$ cat src/rtl/alu_serial_seq.sv
// alu_serial_seq
// Bit-serial ALU sequencer. A WIDTH-bit operation runs through one external
// alu1 slice, one bit per clock, LSB first. The ripple carry is held in a
// flop between bits, and the result word is built up in a shift register.
//
// Optional feature macro: ALU_SERIAL_SEQ_OVF_EN
//   defined   : the MSB carry-in is tracked, ovf is driven, and SLT uses
//               SUM_MSB ^ ovf (signed compare)
//   undefined : ovf is tied to 0 and SLT uses the raw SUM MSB
//
// Ports
//   clk, rst              clock, synchronous active-high reset
//   start, a, b, aluop    request and operands, captured in IDLE/DONE
//   slice_a/b/cin/aluop   bit-level drive to the external slice
//   slice_res0..3         slice legs (AND, OR, SUM, 0)
//   slice_cout            slice carry out
//   busy, done            handshake (busy in RUN/FIX, one-cycle done pulse)
//   result, cout, zero    final word, carry out of MSB, result == 0
//   ovf                   signed overflow (only with the macro)

module alu_serial_seq #(
   parameter int unsigned WIDTH = 32
) (
   input  logic             clk,
   input  logic             rst,
   input  logic             start,
   input  logic [WIDTH-1:0] a,
   input  logic [WIDTH-1:0] b,
   input  logic [2:0]       aluop,
   output logic             slice_a,
   output logic             slice_b,
   output logic             slice_cin,
   output logic [2:0]       slice_aluop,
   input  logic             slice_res0,
   input  logic             slice_res1,
   input  logic             slice_res2,
   input  logic             slice_res3,
   input  logic             slice_cout,
   output logic             busy,
   output logic             done,
   output logic [WIDTH-1:0] result,
   output logic             cout,
   output logic             zero,
   output logic             ovf
);

   localparam int unsigned    CW   = $clog2(WIDTH);
   localparam logic [CW-1:0]  LAST = CW'(WIDTH - 1);
   localparam logic [2:0]     OP_SLT = 3'b111;

   typedef enum logic [1:0] {
      S_IDLE,
      S_RUN,
      S_FIX,
      S_DONE
   } state_t;

   state_t           state;
   logic [WIDTH-1:0] a_sh;
   logic [WIDTH-1:0] b_sh;
   logic [WIDTH-1:0] res_sh;
   logic [2:0]       op;
   logic [CW-1:0]    cnt;
   logic             sum_msb;   // SUM leg at the MSB, used by the SLT fix-up
   logic             c_fin;     // final carry held across FIX
`ifdef ALU_SERIAL_SEQ_OVF_EN
   logic             c_msb;     // carry into the MSB
`endif

   logic             leg_c;
   logic [WIDTH-1:0] res_next_c;

   // Operand shifters empty themselves by shifting in zeros, so the slice
   // bit drives read 0 once a run has finished.
   assign slice_a = a_sh[0];
   assign slice_b = b_sh[0];

   // Leg select and next result word
   always_comb begin
      leg_c = 1'b0;
      case (op[1:0])
         2'b00:   leg_c = slice_res0;
         2'b01:   leg_c = slice_res1;
         2'b10:   leg_c = slice_res2;
         default: leg_c = slice_res3;
      endcase
      res_next_c = {leg_c, res_sh[WIDTH-1:1]};
   end

`ifndef ALU_SERIAL_SEQ_OVF_EN
   assign ovf = 1'b0;
`endif

   // Sequencer: state, datapath and registered outputs
   always_ff @(posedge clk) begin
      if (rst) begin
         state       <= S_IDLE;
         a_sh        <= '0;
         b_sh        <= '0;
         res_sh      <= '0;
         op          <= 3'b000;
         cnt         <= '0;
         sum_msb     <= 1'b0;
         c_fin       <= 1'b0;
         slice_cin   <= 1'b0;
         slice_aluop <= 3'b000;
         busy        <= 1'b0;
         done        <= 1'b0;
         result      <= '0;
         cout        <= 1'b0;
         zero        <= 1'b1;
`ifdef ALU_SERIAL_SEQ_OVF_EN
         c_msb       <= 1'b0;
         ovf         <= 1'b0;
`endif
      end else begin
         done <= 1'b0;
         case (state)
            S_IDLE, S_DONE: begin
               if (start) begin
                  a_sh        <= a;
                  b_sh        <= b;
                  op          <= aluop;
                  slice_aluop <= aluop;
                  slice_cin   <= aluop[2];   // B-invert implies carry-in of 1
                  cnt         <= '0;
                  busy        <= 1'b1;
                  state       <= S_RUN;
               end else begin
                  busy  <= 1'b0;
                  state <= S_IDLE;
               end
            end

            S_RUN: begin
               res_sh    <= res_next_c;
               a_sh      <= a_sh >> 1;
               b_sh      <= b_sh >> 1;
               slice_cin <= slice_cout;
               cnt       <= cnt + CW'(1);
               if (cnt == LAST) begin
                  slice_cin   <= 1'b0;
                  slice_aluop <= 3'b000;
`ifdef ALU_SERIAL_SEQ_OVF_EN
                  c_msb       <= slice_cin;
`endif
                  if (op == OP_SLT) begin
                     c_fin   <= slice_cout;
                     sum_msb <= slice_res2;
                     state   <= S_FIX;
                  end else begin
                     result <= res_next_c;
                     cout   <= slice_cout;
                     zero   <= (res_next_c == '0);
`ifdef ALU_SERIAL_SEQ_OVF_EN
                     ovf    <= slice_cin ^ slice_cout;
`endif
                     busy   <= 1'b0;
                     done   <= 1'b1;
                     state  <= S_DONE;
                  end
               end
            end

            S_FIX: begin
`ifdef ALU_SERIAL_SEQ_OVF_EN
               result <= WIDTH'(sum_msb ^ c_msb ^ c_fin);
               zero   <= ~(sum_msb ^ c_msb ^ c_fin);
               ovf    <= c_msb ^ c_fin;
`else
               result <= WIDTH'(sum_msb);
               zero   <= ~sum_msb;
`endif
               cout  <= c_fin;
               busy  <= 1'b0;
               done  <= 1'b1;
               state <= S_DONE;
            end

            default: begin
               busy  <= 1'b0;
               state <= S_IDLE;
            end
         endcase
      end
   end

endmodule

$ cat config.mk
export PLATFORM = sky130hd
export DESIGN_NAME = alu_serial_seq
export DESIGN_NICKNAME = d
export VERILOG_FILES = /design/src/rtl/alu_serial_seq.sv
export SDC_FILE = /design/constraint.sdc
export NUM_CORES = 1
export LEC_CHECK = 0
export BUFFER_PORTS_ARGS = -buffer_cell sky130_fd_sc_hd__buf_2
export CAP_MARGIN = 20
export CORE_MARGIN = 4
export CORE_UTILIZATION = 55
export CTS_CLUSTER_DIAMETER = 50
export CTS_CLUSTER_SIZE = 40
export DETAILED_ROUTE_END_ITERATION = 8
export HOLD_SLACK_MARGIN = 0.1
export PLACE_DENSITY = 0.79
export SLEW_MARGIN = 10
export SYNTH_ARGS = -nofsm -noshare
export SYNTH_HDL_FRONTEND = slang
export SYNTH_SLANG_ARGS = --single-unit
$ cat constraint.sdc
create_clock -name clk -period 2.9 [get_ports clk]
set_input_delay 0.29 -clock clk [delete_from_list [all_inputs] [get_ports clk]]
set_output_delay 0.29 -clock clk [all_outputs]
set_load 0.01 [all_outputs]
==> flow_metrics.env, run 1 <==
export IMPL_status="finished clean"
export IMPL_finish_cell_count_without_fillers=922
export IMPL_detailroute_via_count=5116
export IMPL_drt_drc_violations_left=0
export IMPL_report_final_setup_viol=0
export IMPL_synthDominantCellAreaShare=0.484
export IMPL_ant_nets=0
export IMPL_clkTransAtPathRegs_ps=60
export IMPL_pre_cts_slack_ps=381
export IMPL_fin_crit_sh=0.867
export IMPL_gp_congestion=0.802
export IMPL_cts_buffers=17
export IMPL_placed_area_mm2=0.00665
export IMPL_irDropWorstVdd_mv=0.681
export IMPL_tightest_slew_ps=1060
export IMPL_num_rows=38
export IMPL_setup_slack_ps=385
export IMPL_tritoncts="yes"
export IMPL_grt_max_degree=74
export IMPL_place_detailed_hpwl_um=8710
export IMPL_cts_htree_levels=4
export IMPL_synthMostInstantiatedCell="sky130_fd_sc_hd__dfxtp_1"
export IMPL_yosys_register_bits=147
export IMPL_die_height_um=113
export IMPL_critical_path_startpoint_type="flip-flop"
export IMPL_post_cts_setup_buffer_count=0
export IMPL_drt_iter0_drc=426
export IMPL_setup_tns_ps=0
export IMPL_max_clock_path_buffers=2
export IMPL_min_period_ps=2510
export IMPL_yosys_cell_types_count=37
export IMPL_finish_instance_area_mm2=0.00761
export IMPL_drive_above_1_share=0.194
export IMPL_layout_core_utilization=0.702
export IMPL_yosysSeqAreaShare=0.484
export IMPL_async_flop_share=0
export IMPL_grt_overflow_total=0
export IMPL_worst_endpoint_arrival_ps=2970
export IMPL_critPathRequiredTime_ps=3350
export IMPL_worstPathMaxFanout=31
export IMPL_avgSynthCellArea_um2=9.46
export IMPL_clock_skew_final_ps=5.78
export IMPL_ys_warnings_count=0
export IMPL_clock_sink_count=147
export IMPL_synthesis_to_finish_area_growth_pct=25.2
export IMPL_antenna_cell_count=0
export IMPL_cts_root_buf="sky130_fd_sc_hd__clkbuf_8"
export IMPL_power_leakage_uw=0.00301
export IMPL_core_region_area_mm2=0.0108
export IMPL_hold_violations=0
export IMPL_effective_utilization_at_floorplan=0.561
export IMPL_grt_setup_unrepaired="no"
export IMPL_first_global_vias=5049
export IMPL_ys_dominant_reg_cell="sky130_fd_sc_hd__dfxtp_1"
export IMPL_dr_pass1_iters=4
export IMPL_worst_setup_path_end_kind="flip-flop"
export IMPL_grt_use_total=0.228
export IMPL_synth_enable_flop_cells=0
export IMPL_buffer_ports_inserted=116
export IMPL_worstSetupPathType="reg -> reg"
export IMPL_vias_per_cell=5.55
export IMPL_wirelength_um=14300
export IMPL_ios=118
export IMPL_die_outline_width_um=113
export IMPL_route_detailed_wl_per_inst_um=15.5
export IMPL_synth_cells=643
export IMPL_antenna_violations_before_repair=0
export IMPL_fmax_achieved_mhz=398
export IMPL_hold_class="in -> reg"
export IMPL_clock_latency_ps=530
export IMPL_num_nets_final=851
export IMPL_synth_net_count=722
export IMPL_slew_limit_headroom=0.290
export IMPL_synth_top_cells_by_area="sky130_fd_sc_hd__dfxtp_1 48%, sky130_fd_sc_hd__mux2i_1 16%, sky130_fd_sc_hd__a211oi_1 8.0%"
export IMPL_grt_pass1_wl_um=23800
export IMPL_synthesis_area_mm2=0.00608
export IMPL_die_area_mm2=0.0128
export IMPL_slew_viol_final=0
export IMPL_placed_cells=850
export IMPL_synth_common_cells="147 x sky130_fd_sc_hd__dfxtp_1, 105 x sky130_fd_sc_hd__nor2_1, 96 x sky130_fd_sc_hd__mux2i_1"
export IMPL_netlist_top_cell_by_area="sky130_fd_sc_hd__dfxtp_1"
export IMPL_pwr_density_cell_mw_per_mm2=941
export IMPL_drv_max_cap_violation_count=0
-- per-stage QoR --
step / hold slack [ps] / total power [µW]
floorplan: 426 / 4740
global placement: 437 / 5030
detailed placement: 440 / 5140
CTS: 100 / 7190
global route: 128 / 7600
finish: 117 / 7170
-- cell type report --
type,instances,area [µm²]
fillers,831,3230
repair buffers,165,1080
well taps,140,175
multi-input cells,437,2870
inverters,4,15.0
flip-flops and latches,147,2940
clock inverters,6,82.6
clock buffers,23,447
-- repair_timing --
item / CTS / global route
hold buffers: 43 / 0
endpoints found under the hold margin: 46 / 0
resized for setup: 0 / 0
-- sequential cells by signal (all words and copies together), names as in the netlist --
name and cells:
slice_aluop 3, slice_cin 1, busy 1, a_sh 32, c_fin 1, res_sh 31
cout 1, cnt 5, state 2, result 32, op 3, b_sh 32
zero 1, done 1, sum_msb 1
-- final timing paths --
check / startpoint / to / slack [ps] / cells past startpoint
min: b[14] / b_sh[14] / 120 / 3
max reg2reg: cnt[0] / result[18] / 390 / 7
min reg2reg: result[11] / result[11] / 450 / 2
max: cnt[0] / result[18] / 390 / 7
-- placed cells by master, fill, tap and decap left out, types with 8 or more instances in the layout --
| master | netlist | routed |
|---|---|---|
| sky130_fd_sc_hd__mux2i_1 | 96 | 96 |
| sky130_fd_sc_hd__dfxtp_1 | 147 | 147 |
| sky130_fd_sc_hd__nor2_1 | 105 | 105 |
| sky130_fd_sc_hd__a21oi_1 | 41 | 41 |
| sky130_fd_sc_hd__buf_2 | 25 | 115 |
| sky130_fd_sc_hd__nand3b_1 | 32 | 32 |
| sky130_fd_sc_hd__dlygate4sd3_1 | 0 | 43 |
| sky130_fd_sc_hd__nor4_1 | 8 | 8 |
| sky130_fd_sc_hd__a211oi_1 | 65 | 65 |
| sky130_fd_sc_hd__clkbuf_16 | 0 | 16 |
| sky130_fd_sc_hd__nand2_1 | 48 | 48 |
-- worst max-delay path: stages (launching register included) --
cell	delay (ps)
sky130_fd_sc_hd__dfxtp_1	330
sky130_fd_sc_hd__ha_1	210
sky130_fd_sc_hd__and3_1	190
sky130_fd_sc_hd__ha_1	260
sky130_fd_sc_hd__and2b_1	310
sky130_fd_sc_hd__or3_1	840
sky130_fd_sc_hd__nand2_1	130
sky130_fd_sc_hd__a21oi_1	170
-- metal layers --
layer / global-route usage / part of all wire / up-vias
met5: 0 / 0 / -
met4: 0.0841 / 0.018 / 0
met3: 0.0519 / 0.055 / 26
met2: 0.383 / 0.49 / 131
met1: 0.287 / 0.44 / 2421
li1: - / - / 2538
-- where the power goes --
part / total, µW / leakage, µW / switching (µW) / internal [µW]
Combinational: 2500 / 0.00155 / 1490 / 1010
Sequential: 2680 / 0.00120 / 231 / 2450
Clock: 1990 / 0.000258 / 762 / 1230
Total: 7170 / 0.00301 / 2480 / 4680
-- logic make-up (layout without fill, tap and decap cells) --
| group | count (synthesis) | in the layout | share of synthesized area |
|---|---|---|---|
| xor gates and xnor gates | 2 | 2 | 0.00288 |
| other | 1 | 1 | 0.000617 |
| AOI/OAI and AO/OA | 119 | 119 | 0.129 |
| adders and majority gates | 4 | 4 | 0.00823 |
| muxes | 99 | 99 | 0.166 |
| DFF | 147 | 147 | 0.484 |
| buffers and inverters | 59 | 198 | 0.0465 |
| and+or+nand+nor | 212 | 212 | 0.163 |
Power figures use the tool's default switching activity.
==> run 2: changes to the inputs <==
--- a/config.mk
+++ b/config.mk
@@ -5,6 +5,7 @@
 export SDC_FILE = /design/constraint.sdc
 export NUM_CORES = 1
 export LEC_CHECK = 0
+export ABC_AREA = 1
 export BUFFER_PORTS_ARGS = -buffer_cell sky130_fd_sc_hd__buf_2
 export CAP_MARGIN = 20
 export CORE_MARGIN = 4
@@ -13,7 +14,7 @@
 export CTS_CLUSTER_SIZE = 40
 export DETAILED_ROUTE_END_ITERATION = 8
 export HOLD_SLACK_MARGIN = 0.1
-export PLACE_DENSITY = 0.79
+export PLACE_DENSITY = 0.8
 export SLEW_MARGIN = 10
 export SYNTH_ARGS = -nofsm -noshare
 export SYNTH_HDL_FRONTEND = slang
==> flow_metrics.env, run 2 <==
export IMPL_count_of_filler_cells_inserted_in_the_layout=745
export IMPL_ys_warnings_count=0
export IMPL_grt_use_total=0.247
export IMPL_ff_latch_area_mm2=0.00294
export IMPL_critical_path_startpoint_type="flip-flop"
export IMPL_layout_core_utilization=0.751
export IMPL_critical_path_top_cell_by_count="sky130_fd_sc_hd__inv_1"
export IMPL_slew_limit_headroom=0.371
export IMPL_clock_skew_final_ps=7.14
export IMPL_ios=118
export IMPL_regs_by_ff_count="a_sh (32), b_sh (32), result (32)"
export IMPL_hold_violations=0
export IMPL_gp_congestion=0.778
export IMPL_yosysSeqAreaShare=0.496
export IMPL_power_frac_seq=0.404
export IMPL_worstSetupPathType="reg -> reg"
export IMPL_cellInternalPower_uw=5090
export IMPL_fmax_achieved_mhz=419
export IMPL_min_period_ps=2380
export IMPL_setup_slack_ps=515
export IMPL_netlist_top_cell_by_area="sky130_fd_sc_hd__dfxtp_1"
export IMPL_mostFrequentLayoutCell="sky130_fd_sc_hd__nand2_1"
export IMPL_die_area_mm2=0.0125
export IMPL_worst_setup_path_end_kind="flip-flop"
export IMPL_yosys_register_bits=147
export IMPL_synth_top_cells_by_area="sky130_fd_sc_hd__dfxtp_1 50%, sky130_fd_sc_hd__nand2_1 14%, sky130_fd_sc_hd__o21ai_0 9.0%"
export IMPL_drive_above_1_share=0.191
export IMPL_drt_drc_violations_left=0
export IMPL_status="finished clean"
export IMPL_total_switching_power_uw=2890
export IMPL_multi_input_area_mm2=0.00264
export IMPL_wirelength_um=15300
export IMPL_antenna_cell_count=0
export IMPL_placed_area_mm2=0.00652
export IMPL_pwr_share_clk=0.282
export IMPL_clkTransAtPathRegs_ps=60
export IMPL_drv_max_cap_violation_count=0
export IMPL_worst_endpoint_arrival_ps=2770
export IMPL_cp_slowest_cell="sky130_fd_sc_hd__ha_4"
export IMPL_avgSynthCellArea_um2=7.52
export IMPL_hold_class="in -> reg"
export IMPL_irDropWorstVdd_mv=0.539
export IMPL_num_nets_final=1024
export IMPL_cp_buffers_inverters=2
export IMPL_buffer_ports_inserted=116
export IMPL_critPathRequiredTime_ps=3280
export IMPL_grt_overflow_total=0
export IMPL_num_rows=37
export IMPL_place_detailed_hpwl_um=9150
export IMPL_cts_root_buf="sky130_fd_sc_hd__clkbuf_8"
export IMPL_detailroute_via_count=5855
export IMPL_power_leakage_uw=0.00339
export IMPL_slew_viol_final=0
export IMPL_ys_dominant_reg_cell="sky130_fd_sc_hd__dfxtp_1"
export IMPL_mostFrequentLayoutCells="214 x sky130_fd_sc_hd__nand2_1, 147 x sky130_fd_sc_hd__dfxtp_1, 116 x sky130_fd_sc_hd__buf_2"
export IMPL_final_hold_worst_slack_ps=190
export IMPL_pwr_share_comb=0.314
export IMPL_yosys_cell_types_count=28
export IMPL_worst_path_dominant_cell_family="simple AND/OR/NAND/NOR gates"
export IMPL_path_cells="inv_1 > ha_4 > nand2_1 > nand2_4 > inv_1 > nor4_1 > nor3_1"
export IMPL_swShare=0.362
export IMPL_first_global_vias=5617
export IMPL_grt_pass1_wl_um=25700
export IMPL_die_height_um=112
export IMPL_clock_sink_count=147
export IMPL_setup_tns_ps=0
export IMPL_dr_pass1_iters=5
export IMPL_synth_common_cells="214 x sky130_fd_sc_hd__nand2_1, 147 x sky130_fd_sc_hd__dfxtp_1, 107 x sky130_fd_sc_hd__o21ai_0"
export IMPL_ant_nets=0
export IMPL_grt_setup_unrepaired="no"
export IMPL_vias_per_cell=5.36
export IMPL_tightest_slew_ps=944
export IMPL_finish_instance_area_mm2=0.00782
export IMPL_die_outline_width_um=112
export IMPL_worstPathMaxFanout=63
export IMPL_synthesis_to_finish_area_growth_pct=31.8
export IMPL_core_region_area_mm2=0.0104
export IMPL_critical_path_max_stage_delay_ps=500
export IMPL_route_detailed_wl_per_inst_um=14.0
export IMPL_synthDominantCellAreaShare=0.496
export IMPL_max_clock_path_buffers=2
export IMPL_fin_crit_sh=0.822
export IMPL_cts_buffers=17
export IMPL_synth_net_count=867
export IMPL_pre_cts_slack_ps=636
export IMPL_drt_iter0_drc=476
export IMPL_clock_latency_ps=520
export IMPL_effective_utilization_at_floorplan=0.569
export IMPL_pwr_density_cell_mw_per_mm2=1020
export IMPL_tritoncts="yes"
export IMPL_report_final_setup_viol=0
export IMPL_synth_enable_flop_cells=0
export IMPL_antenna_violations_before_repair=0
export IMPL_async_flop_share=0
export IMPL_synth_cells=788
export IMPL_synthMostInstantiatedCell="sky130_fd_sc_hd__nand2_1"
export IMPL_synthesis_area_mm2=0.00593
export IMPL_grt_max_degree=97
export IMPL_cts_htree_levels=4
-- run 2: power by group through the flow --
stage	combinational (µW)	clock (µW)	sequential, µW
finish	2500	2250	3220
global route	2830	2370	3320
floorplan	1830	0	3180
detailed placement	2390	0	3230
CTS	2490	2280	3210
global placement	2300	0	3200
-- run 2: cell type report --
type	count	share of cell area
Inverter	24	0.0122
Clock buffer	23	0.0584
Tap cell	136	0.0218
Clock inverter	8	0.0194
Multi-Input combinational cell	560	0.338
Timing Repair Buffer	195	0.174
Sequential cell	147	0.376
-- run 2: path summary, 6_finish.rpt --
kind,startpoint,cells after the start,end,slack [ps]
max,state[1],7,cnt[3],520
min,start,3,op[2],190
max reg2reg,state[1],7,cnt[3],520
min reg2reg,sum_msb,2,sum_msb,450
-- run 2: tightest hold or removal path: stages --
cell                      delay, ps
sky130_fd_sc_hd__buf_2          100
sky130_fd_sc_hd__nand2_2        180
sky130_fd_sc_hd__a21oi_1         90
-- run 2: kinds of logic after synthesis --
group,synth area share
flip-flops,0.496
buffers and inverters,0.0610
adder cells (fa/ha/maj),0.00844
other,0.000632
AO/OA/AOI/OAI,0.214
AND/OR/NAND/NOR,0.220
-- run 2: stage by stage --
step	total power, µW	instances
global route	8510	1093
global placement	5500	993
floorplan	5020	788
finish	7970	1093
CTS	7970	1093
detailed placement	5630	993
-- run 2: repair_timing --
item                      4_1_cts  5_1_grt
hold endpoints to repair       73        0
setup buffers                   0        0
resized for setup               0        0
hold buffers                   69        0
-- run 2: per-layer routing --
metal  part of all wire  GRT usage  up-vias  wire length (µm)
met5                  0          0        -                 0
li1                   -          -     2932                 -
met2               0.48      0.407      217              7420
met1               0.42      0.301     2669              6470
met4              0.028      0.101        0               428
met3              0.067     0.0761       37              1020
